==> config.mk <==
export PLATFORM = sky130hd
export DESIGN_NAME = rvfi_progress_check
export DESIGN_NICKNAME = d
export VERILOG_FILES = /design/src/rtl/rvfi_check_pkg.sv /design/src/rtl/rvfi_retire_popcount.sv /design/src/rtl/rvfi_progress_check.sv
export SDC_FILE = /design/constraint.sdc
export NUM_CORES = 1
export LEC_CHECK = 0
export BUFFER_PORTS_ARGS = -buffer_cell sky130_fd_sc_hd__clkbuf_2
export CAP_MARGIN = 20
export CORE_MARGIN = 2
export CORE_UTILIZATION = 44
export CTS_BUF_LIST = sky130_fd_sc_hd__clkbuf_4
export CTS_CLUSTER_SIZE = 24
export DETAILED_ROUTE_END_ITERATION = 10
export PLACE_DENSITY = 0.91
export SLEW_MARGIN = 20
export SYNTH_ARGS = -nofsm -noshare
export SYNTH_HDL_FRONTEND = slang
export SYNTH_HIERARCHICAL = 1
export SYNTH_SLANG_ARGS = --single-unit
==> constraint.sdc <==
create_clock -name clock -period 2.2 [get_ports clock]
set_input_delay 0.55 -clock clock [delete_from_list [all_inputs] [get_ports clock]]
set_output_delay 0.55 -clock clock [all_outputs]
set_load 0.005 [all_outputs]
==> src/rtl/rvfi_check_pkg.sv <==
// Shared types and helpers for the RVFI progress checker.
package rvfi_check_pkg;

   typedef enum logic [1:0] {
      ST_IDLE    = 2'd0,
      ST_ARMED   = 2'd1,
      ST_WAITING = 2'd2,
      ST_HALTED  = 2'd3
   } progress_state_e;

   localparam logic [31:0] WFI_ENCODING = 32'h10500073;

   // Bits needed to hold 0..bound; never narrower than one bit.
   function automatic int unsigned cnt_width(input int unsigned bound);
      return (bound < 1) ? 1 : $clog2(bound + 1);
   endfunction

endpackage

==> src/rtl/rvfi_retire_popcount.sv <==
// Counts valid retirement channels and reports the highest-index valid channel.
module rvfi_retire_popcount
   import rvfi_check_pkg::*;
#(
   parameter int NRET = 1,
   parameter int CW   = cnt_width(NRET),
   parameter int IW   = (NRET > 1) ? $clog2(NRET) : 1
) (
   input  logic [NRET-1:0] i_valid,
   output logic [CW-1:0]   o_count,
   output logic [IW-1:0]   o_last,
   output logic            o_any
);

   always_comb begin
      o_count = '0;
      o_last  = '0;
      for (int i = 0; i < NRET; i++) begin
         if (i_valid[i]) begin
            o_count = o_count + CW'(1);
            o_last  = IW'(i);
         end
      end
   end

   assign o_any = |i_valid;

endmodule

==> src/rtl/rvfi_progress_check.sv <==
// Liveness checker on the RVFI retirement port: bounded retirement gap,
// minimum retirement count by the check strobe, and wait/halt handling.
//
//   state      | meaning
//   -----------+-------------------------------------------------------------
//   ST_IDLE    | no observation window open, counters held at 0
//   ST_ARMED   | window open, non-retiring cycles counted against MAX_GAP
//   ST_WAITING | last retirement was a wait insn, idling is legal
//   ST_HALTED  | core halted, obligation complete, any retirement is a fault
module rvfi_progress_check
   import rvfi_check_pkg::*;
#(
   parameter int          NRET       = 1,
   parameter int          ILEN       = 32,
   parameter int          MAX_GAP    = 16,
   parameter int          MIN_RET    = 1,
   parameter int          HALT_MODE  = 0,
   parameter logic [31:0] WAIT_MASK  = 32'hffffffff,
   parameter logic [31:0] WAIT_MATCH = WFI_ENCODING
) (
   input  logic                             clock,
   input  logic                             resetn,
   input  logic                             trig,
   input  logic                             check,
   input  logic [NRET-1:0]                  rvfi_valid,
   input  logic [NRET-1:0]                  rvfi_halt,
   input  logic [NRET*ILEN-1:0]             rvfi_insn,
   output logic [1:0]                       state,
   output logic [cnt_width(MIN_RET)-1:0]    ret_count,
   output logic [cnt_width(MAX_GAP)-1:0]    gap_count,
   output logic                             fail_gap,
   output logic                             fail_halt,
   output logic                             pass
);

   localparam int RCW = cnt_width(MIN_RET);
   localparam int GCW = cnt_width(MAX_GAP);
   localparam int NCW = cnt_width(NRET);
   localparam int LIW = (NRET > 1) ? $clog2(NRET) : 1;
   localparam int SW  = RCW + NCW;

   progress_state_e r_state, w_state_nxt, w_adv_state;
   logic [RCW-1:0]  r_ret, w_ret_nxt, w_ret_sat, w_base;
   logic [GCW-1:0]  r_gap, w_gap_nxt;
   logic            r_fgap, w_fgap_nxt;
   logic            r_fhalt, w_fhalt_nxt;
   logic            r_pass;
   logic [NCW-1:0]  w_n;
   logic [LIW-1:0]  w_last;
   logic            w_any;
   logic [ILEN-1:0] w_last_insn;
   logic            w_wait, w_halt, w_ok;
   logic [SW-1:0]   w_sum;

   rvfi_retire_popcount #(.NRET(NRET), .CW(NCW), .IW(LIW)) u_popcount (
      .i_valid (rvfi_valid),
      .o_count (w_n),
      .o_last  (w_last),
      .o_any   (w_any)
   );

   assign w_last_insn = rvfi_insn[int'(w_last)*ILEN +: ILEN];

   // Only the last retiring channel decides whether the core is now waiting.
   assign w_wait = w_any && (WAIT_MASK != 32'd0) &&
                   ((32'(w_last_insn) & WAIT_MASK) == WAIT_MATCH);
   assign w_halt = (HALT_MODE != 0) && (|(rvfi_valid & rvfi_halt));

   assign w_adv_state = w_halt ? ST_HALTED : (w_wait ? ST_WAITING : ST_ARMED);

   assign w_base    = (trig || r_state == ST_IDLE) ? '0 : r_ret;
   assign w_sum     = SW'(w_base) + SW'(w_n);
   assign w_ret_sat = (w_sum >= SW'(MIN_RET)) ? RCW'(MIN_RET) : w_sum[RCW-1:0];

   always_comb begin
      w_state_nxt = r_state;
      w_ret_nxt   = r_ret;
      w_gap_nxt   = r_gap;
      w_fgap_nxt  = r_fgap;
      w_fhalt_nxt = r_fhalt;
      if (trig) begin
         w_ret_nxt   = w_ret_sat;
         w_gap_nxt   = '0;
         w_state_nxt = w_adv_state;
      end else begin
         unique case (r_state)
            ST_IDLE: ;
            ST_ARMED: begin
               w_ret_nxt   = w_ret_sat;
               w_state_nxt = w_adv_state;
               if (w_any) begin
                  w_gap_nxt = '0;
               end else if (r_gap == GCW'(MAX_GAP)) begin
                  w_fgap_nxt = 1'b1;
               end else begin
                  w_gap_nxt = r_gap + GCW'(1);
               end
            end
            ST_WAITING: begin
               if (w_any) begin
                  w_ret_nxt   = w_ret_sat;
                  w_state_nxt = w_adv_state;
               end
            end
            ST_HALTED: begin
               if (w_any) w_fhalt_nxt = 1'b1;
            end
         endcase
      end
   end

   // Evaluated on post-update values so this cycle's retirements count.
   assign w_ok = (r_state != ST_IDLE) && !w_fgap_nxt && !w_fhalt_nxt &&
                 ((w_ret_nxt >= RCW'(MIN_RET)) || (w_state_nxt == ST_HALTED));

   always_ff @(posedge clock or negedge resetn) begin
      if (!resetn) begin
         r_state <= ST_IDLE;
         r_ret   <= '0;
         r_gap   <= '0;
         r_fgap  <= 1'b0;
         r_fhalt <= 1'b0;
         r_pass  <= 1'b0;
      end else begin
         r_state <= w_state_nxt;
         r_ret   <= w_ret_nxt;
         r_gap   <= w_gap_nxt;
         r_fgap  <= w_fgap_nxt;
         r_fhalt <= w_fhalt_nxt;
         if (check) r_pass <= w_ok;
      end
   end

   assign state     = r_state;
   assign ret_count = r_ret;
   assign gap_count = r_gap;
   assign fail_gap  = r_fgap;
   assign fail_halt = r_fhalt;
   assign pass      = r_pass;

`ifdef FORMAL
   always_comb begin
      if (resetn && check) assert (w_ok);
   end
   generate
      if (HALT_MODE == 0) begin : g_halt_assume
         always_comb begin
            if (resetn) assume (!(|(rvfi_valid & rvfi_halt)));
         end
      end
   endgenerate
`endif

`ifndef SYNTHESIS
   generate
      if (HALT_MODE == 0) begin : g_halt_error
         always @(posedge clock) begin
            if (resetn && (|(rvfi_valid & rvfi_halt)))
               $error("rvfi_progress_check: halting retirement while halts are forbidden");
         end
      end
   endgenerate
`endif

endmodule

* Word-level counts from Yosys, hierarchy flattened
Index checks and enable logic that the tools add are counted.
** Cells by class
- $add $sub $neg :: 2
- Order comparisons :: 2
- Equality and inequality tests :: 7
- Multiplexer cells :: 21
- Reduce and logical (&&, ||, !) cells :: 12
** Operator list (number)
- == test 32 x 29 -> 1 bit (second input constant) :: 1
- two-way mux 5 bit :: 4
- two-way mux 1 bit :: 12
- == test 2 bit (second input constant) :: 3
- two-way mux 2 bit :: 3
- adder 5 x 1 -> 5 bit (second input constant) :: 1
- == test 5 bit (second input constant) :: 1
- logical AND 1 bit :: 4
- one-hot mux 2 bit (2 select lines) :: 1
- nonzero test 2 bit :: 2
- inequality test 3 bit (second input constant) :: 1
- adder 1 x 1 -> 2 bit :: 1
- == test 2 x 1 -> 1 bit (second input constant) :: 1
- greater-or-equal comparator 2 x 1 -> 1 bit (second input constant) :: 1
- logical NOT 1 bit :: 2
- logical NOT 2 bit :: 1
- logical OR 1 bit :: 2
- one-hot mux 1 bit (2 select lines) :: 1
- AND reduction 2 bit :: 1
- greater-or-equal comparator 1 bit (second input constant) :: 1
** Storage, ports and cells
- Register bits :: 11
- Input bits :: 38
- Output and inout bits :: 11
- Word-level logic and storage cells :: 50

* Logic depth before layout (Yosys ltp)
- Depth in word-level cells :: 12
- Mapped depth :: 7
- Gate-level depth less buffers :: 7

* Hierarchy
The synthesis kept the hierarchy.
** Modules (own cells, without submodules)
- rvfi_progress_check :: instances 1, cells each 87, area each 782.0 sq um, sequential area each 275.3 sq um
- rvfi_retire_popcount :: instances 1, cells each 4, area each 26.3 sq um, sequential area each 0.0 sq um

* Worst setup path before layout
Ideal clock, no wire load.
- Path type :: reg-to-reg
- From :: register r_state[0] (netlist: state[0])
- To :: register r_pass (netlist: pass)
- Arrival time :: 1.583 ns
- Path slack :: 0.499 ns
- Stages on the path, launching flop included :: 8
- Buffers on the path :: 0
- Cells stage by stage :: dfrtp_1 -> inv_1 -> ha_1 -> inv_1 -> o311ai_0 -> o2bb2ai_1 -> a22o_1 -> a21o_1
** On the way
- Word-level cells in the longest chain between the ends :: 12
** RTL lines
- start, declared :: line rvfi_progress_check.sv:42 : progress_state_e r_state, w_state_nxt, w_adv_state;
- start signal, assigned :: line rvfi_progress_check.sv:125 : r_state <= w_state_nxt;
- logical NOT 2 bit :: line rvfi_progress_check.sv:71 : assign w_base = (trig || r_state == ST_IDLE) ? '0 : r_ret;
- logical OR 1 bit :: line rvfi_progress_check.sv:71
- two-way mux 1 bit :: line rvfi_progress_check.sv:71
- adder 1 x 1 -> 2 bit :: line rvfi_progress_check.sv:72 : assign w_sum = SW'(w_base) + SW'(w_n);
- greater-or-equal comparator 2 x 1 -> 1 bit :: line rvfi_progress_check.sv:73 : assign w_ret_sat = (w_sum >= SW'(MIN_RET)) ? RCW'(MIN_RET) : w_sum[RCW-1:0];
- two-way mux 1 bit :: line rvfi_progress_check.sv:73
- two-way mux 1 bit :: line rvfi_progress_check.sv:100 : if (w_any) begin
- one-hot mux 1 bit (2 select lines) :: line rvfi_progress_check.sv:86 : unique case (r_state)
- two-way mux 1 bit (*) :: line rvfi_progress_check.sv:81 : if (trig) begin
- via w_ret_nxt :: line rvfi_progress_check.sv:43 : logic [RCW-1:0] r_ret, w_ret_nxt, w_ret_sat, w_base;
- greater-or-equal comparator 1 bit (*) :: line rvfi_progress_check.sv:114 : ((w_ret_nxt >= RCW'(MIN_RET)) || (w_state_nxt == ST_HALTED));
- logical OR 1 bit (*) :: line rvfi_progress_check.sv:114
- logical AND 1 bit (*) :: line rvfi_progress_check.sv:113 : assign w_ok = (r_state != ST_IDLE) && !w_fgap_nxt && !w_fhalt_nxt &&
- end signal, assigned :: line rvfi_progress_check.sv:130 : if (check) r_pass <= w_ok;
- end, declared :: line rvfi_progress_check.sv:47 : logic r_pass;
Mark *: on every way through the listed nets, which the timed path passes. The rest lies on a longest branch.
A chain may end at the register's enable or synchronous reset.

* Worst setup path in the final report
Ends and elaborated chain as after synthesis.

==> flow_summary.yaml <==
synthesis:
  async_flop_share_pct: 100.0
  syn_area_per_cell_sq_um: 8.882
  syn_inst: 91
  synth_ff_type: "dfrtp_1"
  ys_seq_elements: 11
  synthesis.area_sq_um: 808.3
  yosysWarningCount: 6
  synthDistinctLibCells: 34
  syn-num-nets: 135
  synth_edf_count: 0
  yosysSeqAreaShare_pct: 34.06
critical_path:
  critPathArrivalTime_ns: 2.16
  crit_slowest_cell: "dfrtp_1"
  worstRegToRegCells: 7
  r2r_end: "pass$_DFFE_PN0P_"
  endpoint: "pass$_DFFE_PN0P_"
  crit_type: "reg -> reg"
  crit_path_frequent_cell: "inv_1"
  max_stage_delay_ns: 0.44
  rrSetupSlack_ns: 0.21
  cp_max_fo: 5
  cp.required_ns: 2.38
  critPathCaptureType: "register"
  path_cells: "inv_1, ha_1, inv_1, o311ai_0, o2bb2ai_1, a22o_1, a21o_1"
  critPathLaunch: "state[0]$_DFF_PN0_"
  startpoint_type: "register"
  r2r_start: "state[0]$_DFF_PN0_"
run:
  max_cap_viol_count: 0
finish:
  drive_above_1_share_pct: 40.29
  final.fill_count: 141
  antennaDiodeCount: 0
  nets: 184
  postLayoutCoreUtil_pct: 62.68
  post-route-cell-area_sq_um: 1082
  area_growth_pct: 33.90
die:
  start_util_pct: 46.81
  dieArea_sq_um: 2196
  fp-row-count: 15
  fp.dieW_um: 46.86
  core_sq_um: 1727
  ioPinCount: 49
  die_y_um: 46.86
power_and_ir_drop:
  p_per_area_nw_per_um2: 409.9
  finalPower_uw: 443.6
  p_leak_uw: 0.0005877
  irDropWorstVdd_mv: 0.2642
cts:
  numCtsBuffers: 3
  root_buffer: "clkbuf_4"
  clock_latency_ns: 0.28
  cts.path.max_buffers: 2
  cts_setup_buffers: 0
  cts_tree: "yes"
  cts_hold_buf: 0
  clock_sinks: 11
  clkTransAtPathRegs_ns: 0.08
  ctsResizeCount: 0
  htreeDepth: 1
worst_hold_path:
  hold_class: "in -> async"
sta:
  hold_ws_ns: 0.1331
  hold_viol: 0
  setup_viol: 0
  tns_ns: 0
  drv_slew: 0
  rsz0062_at_grt: "no"
  period_share_pct: 90.28
  skew_ns: 0.007821
  max_freq_mhz: 503.5
  timing.final.crit_period_ns: 1.986
route:
  postRouteAntennaNets: 0
  drcViolationCount: 0
  avgRoutedWirePerCell_um: 13.82
  totalWireLength_mm: 2.266
  dr.pass1.iters: 4
  vias: 922
  viasPerCell: 5.622
  drt_iter0_drc: 32
global_route:
  antenna_found_initial: 0
  grtUsageTotal_pct: 22.45
  grt_pass1_wl_mm: 3.532
  grt_max_degree: 12
  grt_pass1_vias: 857
  grt-ovfl-total: 0
place:
  hpwl_mm: 1.809
  portBuffers: 47
  gp_congestion: 0.7626
  dpl-instance-area_sq_um: 1052
outcome:
  status: "finished clean"
-- power breakdown --
group | switching, uW | internal (uW)
clock | 77.0 | 82.7
sequential | 4.88 | 207
combinational | 31.8 | 39.7
-- cells by family (layout without fill, tap and decap cells) --
kind of cell / after synthesis / count (layout) / share of synthesized area, %
AOI/OAI and AO/OA: 25 / 25 / 21.67
adders and majority gates: 6 / 6 / 9.288
buffers and inverters: 14 / 62 / 7.895
DFF: 11 / 11 / 34.06
other: 1 / 1 / 0.4640
and+or+nand+nor: 34 / 34 / 26.63
-- synth_stat cells (all sizes together) (3+ instances only) --
library cell / count / area share, %
a21oi: 4 / 2.5
a31oi: 3 / 4.2
buf: 3 / 2.8
dfrtp: 11 / 34
ha: 6 / 9.3
inv: 11 / 5.1
nand2: 6 / 2.8
nand3: 4 / 2.5
nor2: 5 / 2.3
nor3: 3 / 2.5
nor4b: 3 / 3.3
o21ai: 8 / 5.0
-- sequential cells by signal, indices dropped and copies added, names as in the netlist --
register / count
fail_gap: 1
fail_halt: 1
gap_count: 5
pass: 1
ret_count: 1
state: 2
-- area by class of cell --
| cell class | count | area, sq um | area share [%] |
|---|---|---|---|
| Clock buffer | 4 | 30.03 | 2.775 |
| Inverter | 11 | 41.29 | 3.815 |
| Multi-Input combinational cell | 66 | 469.2 | 43.35 |
| Sequential cell | 11 | 275.3 | 25.43 |
| Tap cell | 25 | 31.28 | 2.890 |
| Timing Repair Buffer | 47 | 235.2 | 21.73 |
-- placed cells by master, fill, tap and decap left out, types with 2 or more instances in the layout --
master	synthesis	routed
o21ai_0	8	8
nor4_1	2	2
clkbuf_2	0	47
nor4b_1	3	3
a31oi_1	2	2
nor2_1	5	5
nand3_1	4	4
dfrtp_1	11	11
nand4_1	2	2
ha_1	6	6
a21o_1	2	2
nor3_1	2	2
nand2b_1	2	2
a21oi_1	4	4
clkbuf_4	0	4
nand2_1	6	6
inv_1	11	11
-- per-stage QoR --
| step | instances | worst slack, ns |
|---|---|---|
| 5_1_grt | 164 | 0.1753 |
| 3_3_place_gp | 160 | 0.4150 |
| 4_1_cts | 164 | 0.2994 |
| 6_report | 164 | 0.2139 |
| 3_5_place_dp | 160 | 0.3242 |
| 2_1_floorplan | 91 | 0.4989 |
-- worst max-delay path: cells and delay by family (launching register included) --
kind	cells	cell delay, ns
fa+ha+maj	1	0.35
flops	1	0.44
buf+inv	2	0.20
compound gates	4	0.89
-- per-layer routing --
layer	share of wire (%)	track usage, %	up-vias
met2	51	39.18	56
li1	-	-	432
met3	5.9	4.615	11
met1	40	26.57	423
met4	2.5	9.444	0
met5	0	0	-
-- worst min path at each step --
stage,from,end,slack (ns),cells past startpoint
2_1_floorplan,resetn,fail_gap$_DFF_PN0_,0.25,0
5_1_grt,resetn,fail_halt$_DFF_PN0_,0.15,1
3_5_place_dp,resetn,fail_halt$_DFF_PN0_,0.45,1
6_report,resetn,fail_halt$_DFF_PN0_,0.13,1
4_1_cts,resetn,fail_halt$_DFF_PN0_,0.14,1
3_3_place_gp,resetn,fail_halt$_DFF_PN0_,0.43,1
(Power assumes the default switching activity.)
